$ cat src/rtl/alu_control.sv
// ALU control decode for the flintRV RV32I execute stage.
// Maps {op class, funct3, funct7[5]} to a 5-bit execute code, registered once.
module alu_control (
    input  logic       clk,
    input  logic       rst,
    input  logic [3:0] aluOp,
    input  logic [6:0] funct7,
    input  logic [2:0] funct3,
    output logic [4:0] aluControl
);

    typedef enum logic [3:0] {
        OP_R       = 4'd0,
        OP_I_JUMP  = 4'd1,
        OP_I_LOAD  = 4'd2,
        OP_I_ARITH = 4'd3,
        OP_I_SYS   = 4'd4,
        OP_I_FENCE = 4'd5,
        OP_S       = 4'd6,
        OP_B       = 4'd7,
        OP_U_LUI   = 4'd8,
        OP_U_AUIPC = 4'd9,
        OP_J       = 4'd10
    } op_class_t;

    typedef enum logic [4:0] {
        ALU_ADD   = 5'd0,
        ALU_SUB   = 5'd1,
        ALU_SLL   = 5'd2,
        ALU_SLT   = 5'd3,
        ALU_SLTU  = 5'd4,
        ALU_XOR   = 5'd5,
        ALU_SRL   = 5'd6,
        ALU_SRA   = 5'd7,
        ALU_OR    = 5'd8,
        ALU_AND   = 5'd9,
        ALU_PASSB = 5'd10,
        ALU_ADD4A = 5'd11,
        ALU_EQ    = 5'd12,
        ALU_NEQ   = 5'd13,
        ALU_LT    = 5'd14,
        ALU_GE    = 5'd15,
        ALU_LTU   = 5'd16,
        ALU_GEU   = 5'd17
    } alu_code_t;

    typedef struct packed {
        logic [3:0] op;
        logic [2:0] f3;
        logic       alt;
    } dec_key_t;

    dec_key_t  key;
    alu_code_t arith_code;
    alu_code_t next_code;

    // Only funct7[5] distinguishes instructions; the rest never reaches the decode.
    logic unused_funct7;
    assign unused_funct7 = ^{funct7[6], funct7[4:0]};

    assign key = '{op: aluOp, f3: funct3, alt: funct7[5]};

    // Shared R / I_ARITH table; I_ARITH overrides the 000 slot below.
    always_comb begin
        arith_code = ALU_ADD;
        case (key.f3)
            3'b000: arith_code = key.alt ? ALU_SUB : ALU_ADD;
            3'b001: arith_code = ALU_SLL;
            3'b010: arith_code = ALU_SLT;
            3'b011: arith_code = ALU_SLTU;
            3'b100: arith_code = ALU_XOR;
            3'b101: arith_code = key.alt ? ALU_SRA : ALU_SRL;
            3'b110: arith_code = ALU_OR;
            3'b111: arith_code = ALU_AND;
            default: arith_code = ALU_ADD;
        endcase
    end

    always_comb begin
        next_code = ALU_ADD;
        case (op_class_t'(key.op))
            OP_R:       next_code = arith_code;
            OP_I_ARITH: next_code = (key.f3 == 3'b000) ? ALU_ADD : arith_code;
            OP_B: begin
                case (key.f3)
                    3'b000:  next_code = ALU_EQ;
                    3'b001:  next_code = ALU_NEQ;
                    3'b100:  next_code = ALU_LT;
                    3'b101:  next_code = ALU_GE;
                    3'b110:  next_code = ALU_LTU;
                    3'b111:  next_code = ALU_GEU;
                    default: next_code = ALU_ADD;
                endcase
            end
            OP_I_JUMP, OP_J: next_code = ALU_ADD4A;
            OP_U_LUI:        next_code = ALU_PASSB;
            OP_I_LOAD, OP_S, OP_U_AUIPC, OP_I_SYS, OP_I_FENCE: next_code = ALU_ADD;
            default:         next_code = ALU_ADD;
        endcase
    end

    always_ff @(posedge clk or posedge rst) begin
        if (rst) aluControl <= ALU_ADD;
        else     aluControl <= next_code;
    end

endmodule

$ cat config.mk
export PLATFORM = sky130hd
export DESIGN_NAME = alu_control
export DESIGN_NICKNAME = d
export VERILOG_FILES = /design/src/rtl/alu_control.sv
export SDC_FILE = /design/constraint.sdc
export NUM_CORES = 1
export LEC_CHECK = 0
export ABC_CLOCK_PERIOD_IN_PS = 800
export CORE_AREA = 2 2 39 41
export CTS_CLUSTER_SIZE = 20
export DETAILED_ROUTE_END_ITERATION = 16
export DIE_AREA = 0 0 41 43
export DONT_BUFFER_PORTS = 1
export PLACE_DENSITY = 0.41
export SLEW_MARGIN = 20
export SYNTH_ARGS = -nofsm -noshare
export SYNTH_HDL_FRONTEND = slang
export SYNTH_SLANG_ARGS = --single-unit
$ cat constraint.sdc
create_clock -name clk -period 0.8 [get_ports clk]
set_input_delay 0.08 -clock clk [delete_from_list [all_inputs] [get_ports clk]]
set_output_delay 0.08 -clock clk [all_outputs]
set_load 0.01 [all_outputs]
* Word-level counts from Yosys, hierarchy flattened *
Cells that the tools add are included.

word-level totals
  output and inout bits = 5
  word-level logic and storage cells = 22
  input port bits = 16
  flip-flop bits (word level) = 5

operators by class
  reductions and logical operators = 3
  eq/ne operators = 12
  muxes and demuxes = 6

operators with widths
  kind                  number
  $pmux W5 S8           1
  $pmux W5 S6           1
  $pmux W5 S5           1
  $eq A3 B3 Y1 const B  4
  $eq A4 B4 Y1 const B  2
  $eq A3 B2 Y1 const B  2
  $mux W5               1
  $eq A4 B1 Y1 const B  1
  $eq A4 B2 Y1 const B  1
  $eq A4 B3 Y1 const B  1
  $logic_not A4 Y1      1
  $eq A3 B1 Y1 const B  1
  $logic_not A3 Y1      1
  $mux W1               2
  $reduce_or A2 Y1      1

* Depth between registers and ports, before layout *
Gate-level depths: netlist of the first run.

  depth in word-level cells = 4
  gate-level depth with buffers = 5
  mapped depth without buffers = 4

* Least setup slack after synthesis of the first run *
No wires, ideal clock.

  path kind = input-to-reg
  start = input port aluOp[1]
  end = register aluControl[0]
  setup time = 0.087 ns
  buffers on the path = 1
  setup slack = -0.158 ns
  arrival = 0.872 ns
  required time = 0.713 ns
  cell stages on the path = 5
  cells stage by stage = clkbuf_2 > xor2_1 > nor3_1 > o2111ai_1 > o211ai_1

on the way
  longest elaborated chain between the ends = 3
  elaborated cells on any way between the ends = 8
  those cells by class = eq/ne (5); mux (1); reduce/logical (2)

ends and longest elaborated chain
  element                                       line  text
  start, declared                               6     input logic [3:0] aluOp,
  $eq A4 B1 Y1 or $eq A4 B4 Y1 (tied branches)  81    case (op_class_t'(key.op))
  $reduce_or A2 Y1                              81
  $pmux W5 S5 *                                 81
  named net next_code[0]                        55    alu_code_t next_code;
  end signal, assigned                          104   else aluControl <= next_code;
  end, declared                                 9     output logic [4:0] aluControl

The timed path passes the listed nets; every way through them passes the cells marked *.

* Final worst setup path of the first run *
  start = input port aluOp[3]
  end = register aluControl[0]

Same word-level chain as after synthesis.

==> flow_metrics.env, run 1 <==
export IMPL_place_area_um2=372
export IMPL_crit_family="buffers and inverters"
export IMPL_htree_num_levels=1
export IMPL_tightest_slew_ps=270
export IMPL_die_h_um=43
export IMPL_hold_depth=2
export IMPL_pwr_share_comb_pct=14.9
export IMPL_first_global_vias=326
export IMPL_synthesis_area_um2=348
export IMPL_clockBufferDepth=2
export IMPL_hp_class="primary input to flip-flop"
export IMPL_area_growth_pct=24.5
export IMPL_routed_wl_um=827
export IMPL_final_net_count=63
export IMPL_synth_nets=57
export IMPL_wl_per_cell_um=13.3
export IMPL_fp_dieW_um=41
export IMPL_pwr_share_seq_pct=42.6
export IMPL_post_route_period_util_pct=96.0
export IMPL_critPathSlowestCell="dlygate4sd3_1"
export IMPL_postLayoutCellArea_um2=433
export IMPL_intPower_mw=0.512
export IMPL_grt_overflow=0
export IMPL_place_congestion=0.742
export IMPL_reg_top3="aluControl (5)"
export IMPL_cts_sinks=5
export IMPL_regArea_um2=125
export IMPL_yosysUniqueCellTypes=25
export IMPL_vdd_ir_drop_worst_mv=0.422
export IMPL_cts_root_buf="clkbuf_4"
export IMPL_total_power_mw=0.664
export IMPL_final_cells=62
export IMPL_io_buffers=0
export IMPL_avgSynthCellArea_um2=8.48
export IMPL_num_io_pins=21
export IMPL_hold_viol_final=0
export IMPL_status="completed"
export IMPL_cp_end_kind="flip-flop"
export IMPL_slew_headroom_pct=81.9
export IMPL_rows=14
export IMPL_largest_reg_flops=5
export IMPL_clock_fmax_ghz=1.30
export IMPL_cp_start_kind="primary input"
export IMPL_multi_input_area_um2=209
export IMPL_switching_share_pct=22.8
export IMPL_critPathKind="primary input to flip-flop"
export IMPL_regMostFlops="aluControl"
export IMPL_clk_pin_slew_ps=40
export IMPL_drt_pass1_iter_count=4
export IMPL_clkPwrFrac_pct=42.5
export IMPL_final_antenna_net_count=0
export IMPL_cp_slowest_stage_delay_ps=620
export IMPL_required_ps=950
export IMPL_fillers=147
export IMPL_p_switching_mw=0.152
export IMPL_grt_start_max_net_pins=9
export IMPL_slew_violations=0
export IMPL_setup_viol_count_final=0
export IMPL_cts_tree="done"
export IMPL_synth_seq_cells=5
export IMPL_vias=306
export IMPL_path_cells="dlygate4sd3_1 -> o211ai_1"
export IMPL_min_period_ps=768
export IMPL_antenna_cells=0
export IMPL_synth_cells=41
export IMPL_place_ws_ps=-62.5
export IMPL_cp_depth=2
export IMPL_power_density_mw_per_mm2=1530
export IMPL_floorplan_initialDensity_pct=25.1
export IMPL_path_max_fanout=5
export IMPL_core_area_mm2=0.00138
export IMPL_antenna_found_initial=0
export IMPL_grt_pass1_wl_mm=1.32
export IMPL_ys_warn_count=0
export IMPL_worst_slack_ps=31.6
export IMPL_cp_arrival_ps=920
export IMPL_die_area_mm2=0.00176
export IMPL_p_leak_nw=0.185
export IMPL_vias_per_cell=4.94
export IMPL_dp_cells=55
export IMPL_drt_iter0_drc=1
export IMPL_seq_area_frac_synth_pct=36.0
export IMPL_hpwl_um=616
export IMPL_layout_drive_gt1_share_pct=23.9
export IMPL_maxCapViolations=0
export IMPL_drc=0
export IMPL_track_usage_pct=10.9
export IMPL_cts_buffers=3
export IMPL_critPathBufInv=1
what timing repair did:
action,4_1_cts,5_1_grt
hold buffers,3,0
endpoints found under the setup margin,0,1
buffers inserted,0,0
resized for setup,0,1
endpoints found under the hold margin,10,0
synth_stat cells:
master     number  area, µm²
o21ai_2         1       8.76
nand2b_1        2       12.5
a21o_1          1       7.51
a32oi_1         1       8.76
nand4b_1        2       17.5
nand2_1         2       7.51
xor2_1          1       8.76
o2111ai_1       1       8.76
nor2_1          3       11.3
o22a_1          1       8.76
nand2_2         1       6.26
inv_1           4       15.0
maj3_2          1       11.3
clkbuf_1        1       3.75
o211ai_1        1       7.51
a31oi_1         1       6.26
mux2_2          1       11.3
a21oi_1         1       5.00
dfrtp_1         5        125
buf_2           1       5.00
clkbuf_2        1       5.00
o32a_2          1       11.3
nor3_1          2       10.0
o21ai_0         3       15.0
nand3_1         2       10.0
per-layer routing:
metal | vias to the layer above | global-route usage, % | part of all wire [%]
met4 | 0 | 6.00 | 0
met1 | 134 | 14.7 | 45
li1 | 158 | - | -
met5 | - | 0 | 0
met2 | 14 | 14.7 | 45
met3 | 0 | 3.66 | 9.7
power groups by stage:
stage / logic (mW) / clock network (mW) / registers [mW]
global route: 0.111 / 0.310 / 0.283
global placement: 0.0823 / 0 / 0.286
CTS: 0.0982 / 0.300 / 0.283
finish: 0.0990 / 0.282 / 0.283
detailed placement: 0.0831 / 0 / 0.287
floorplan: 0.0917 / 0 / 0.285
stage by stage:
step,setup TNS (ps),util (%),hold slack [ps]
finish,0,31.3,24.2
global route,-0.308,31.3,32.3
CTS,0,30.9,17.2
detailed placement,-97.6,26.9,-114
global placement,-95.2,26.9,-128
floorplan,-175,-,-141
kinds of logic after synthesis:
family | synth area share [%]
AOI/OAI and AO/OA | 25.2
xor gates and xnor gates | 2.52
adders and majority gates | 3.24
buffers and inverters | 8.27
DFF | 36.0
muxes | 3.24
and+or+nand+nor | 21.6
final timing paths:
| check | from | endpoint | slack, ps |
|---|---|---|---|
| max in group asynchronous | rst | aluControl[4]$_DFF_PP0_ | 450 |
| min in group asynchronous | rst | aluControl[3]$_DFF_PP0_ | 180 |
| hold / removal | funct3[0] | aluControl[2]$_DFF_PP0_ | 20 |
| setup / recovery | aluOp[3] | aluControl[0]$_DFF_PP0_ | 30 |
layout make-up:
type                            instances  share of cell area [%]
Tap cell                               16                    4.62
Timing Repair Buffer                    4                    8.67
Clock buffer                            4                    6.07
Multi-Input combinational cell         29                    48.3
Sequential cell                         5                    28.9
Inverter                                4                    3.47
cells in the final DEF, fill, tap and decap left out:
master and count:
nand4b_1 2, a21oi_1 1, clkbuf_4 3, dlygate4sd3_1 3, o21ai_0 3, nand2b_1 2, a21o_1 1, clkbuf_1 1
o211ai_1 1, xor2_1 1, nor3_2 2, dfrtp_1 5, buf_4 1, a31oi_1 1, nor2_1 3, nand2_4 1
a32oi_1 1, o21ai_2 1, inv_1 4, nand3_1 2, mux2_2 1, o32a_2 1, o22a_1 1, nand2_1 2
o2111ai_1 1, maj3_2 1
Note: power is estimated with default switching activity, not from simulation.
==> run 2, diff against run 1 <==
PLACE_DENSITY = default   (was 0.41)
==> flow_metrics.env, run 2 (synthesized netlist as in run 1, its figures left out) <==
export IMPL_status="completed"
export IMPL_crit_start="aluOp[3]"
export IMPL_hp_class="primary input to flip-flop"
export IMPL_htree_num_levels=1
export IMPL_place_area_um2=372
export IMPL_post_cts_setup_buffers=0
export IMPL_multi_input_area_um2=209
export IMPL_clk_pin_slew_ps=40
export IMPL_fillers=149
export IMPL_first_global_vias=341
export IMPL_regArea_um2=125
export IMPL_post_route_period_util_pct=93.6
export IMPL_setup_viol_count_final=0
export IMPL_fp_dieW_um=41
export IMPL_vias=321
export IMPL_grt_start_max_net_pins=9
export IMPL_cp_arrival_ps=900
export IMPL_place_congestion=0.765
export IMPL_grt_setup_unrepaired="no"
export IMPL_cp_slowest_stage_delay_ps=610
export IMPL_floorplan_initialDensity_pct=25.1
export IMPL_final_net_count=63
export IMPL_cp_end_kind="flip-flop"
export IMPL_track_usage_pct=11.5
export IMPL_layout_common_cells="dfrtp_1, inv_1"
export IMPL_total_power_mw=0.657
export IMPL_final_cells=62
export IMPL_crit_family="buffers and inverters"
export IMPL_cts_tree="done"
export IMPL_rows=14
export IMPL_cts_sinks=5
export IMPL_largest_reg_flops=5
export IMPL_num_io_pins=21
export IMPL_cts_buffers=3
export IMPL_critPathSlowestCell="dlygate4sd3_1"
export IMPL_path_max_fanout=5
export IMPL_min_period_ps=748
export IMPL_critPathKind="primary input to flip-flop"
export IMPL_cts_root_buf="clkbuf_4"
export IMPL_mostFrequentLayoutCell="dfrtp_1"
export IMPL_whs_ps=17.2
export IMPL_drt_pass1_iter_count=5
export IMPL_drt_iter0_drc=9
export IMPL_wl_per_cell_um=12.3
export IMPL_io_buffers=0
export IMPL_area_growth_pct=24.5
export IMPL_required_ps=950
export IMPL_drc=0
export IMPL_cp_start_kind="primary input"
export IMPL_layout_drive_gt1_share_pct=23.9
export IMPL_postLayoutCellArea_um2=433
export IMPL_routed_wl_um=762
export IMPL_antenna_cells=0
export IMPL_clockBufferDepth=2
export IMPL_grt_overflow=0
export IMPL_die_area_mm2=0.00176
export IMPL_core_area_mm2=0.00138
export IMPL_dp_cells=55
export IMPL_p_leak_nw=0.185
export IMPL_slew_violations=0
export IMPL_antenna_found_initial=0
export IMPL_final_core_util_pct=31.3
export IMPL_hold_viol_final=0
export IMPL_final_antenna_net_count=0
export IMPL_maxCapViolations=0
export IMPL_vias_per_cell=5.18
export IMPL_reg_top3="aluControl (5)"
export IMPL_slew_headroom_pct=81.0
export IMPL_vdd_ir_drop_worst_mv=0.317
export IMPL_die_h_um=43
export IMPL_path_cells="dlygate4sd3_1 -> o211ai_1"
export IMPL_power_density_mw_per_mm2=1520
export IMPL_critPathBufInv=1
export IMPL_clock_fmax_ghz=1.34
export IMPL_worstHoldStart="aluOp[0]"
export IMPL_grt_pass1_wl_mm=1.43
export IMPL_hpwl_um=581
export IMPL_regMostFlops="aluControl"
export IMPL_tightest_slew_ps=284
run 2: cell counts in the layout (fill, tap and decap cells not counted):
No cell type changed its count.
run 2: worst paths after layout:
kind                                      endpoint  cells after the start
worst max-delay path       aluControl[0]$_DFF_PP0_                      2
worst min-delay path       aluControl[1]$_DFF_PP0_                      2
max in group asynchronous  aluControl[2]$_DFF_PP0_                      2
min in group asynchronous  aluControl[0]$_DFF_PP0_                      2
run 2: repair_timing:
item	4_1_cts	5_1_grt
hold endpoints to repair	10	0
hold buffers	3	0
resized for setup	0	1
endpoints found under the setup margin	0	1
run 2: stage by stage:
step	setup slack (ps)	setup TNS, ps
2_1_floorplan	-85.7	-175
3_3_place_gp	-64.4	-81.3
3_5_place_dp	-83.1	-103
4_1_cts	32.1	0
5_1_grt	12.5	0
6_report	51.5	0
run 2: final cells by class:
cell class,instances,area share (%)
Clock buffer,4,6.07
Inverter,4,3.47
Multi-Input combinational cell,29,48.3
Sequential cell,5,28.9
Tap cell,16,4.62
Timing Repair Buffer,4,8.67
run 2: power breakdown:
group          switching [mW]  internal [mW]  total, mW
clock network          0.0903          0.188      0.278
logic                  0.0422         0.0549     0.0971
registers              0.0124          0.269      0.282
total                   0.145          0.512      0.657
run 2: layer usage:
metal | wire (µm) | up-vias | track usage (%)
met5 | 0 | - | 0
li1 | - | 160 | -
met1 | 304 | 148 | 14.2
met4 | 0 | 0 | 8.00
met3 | 50 | 0 | 1.05
met2 | 407 | 13 | 17.5
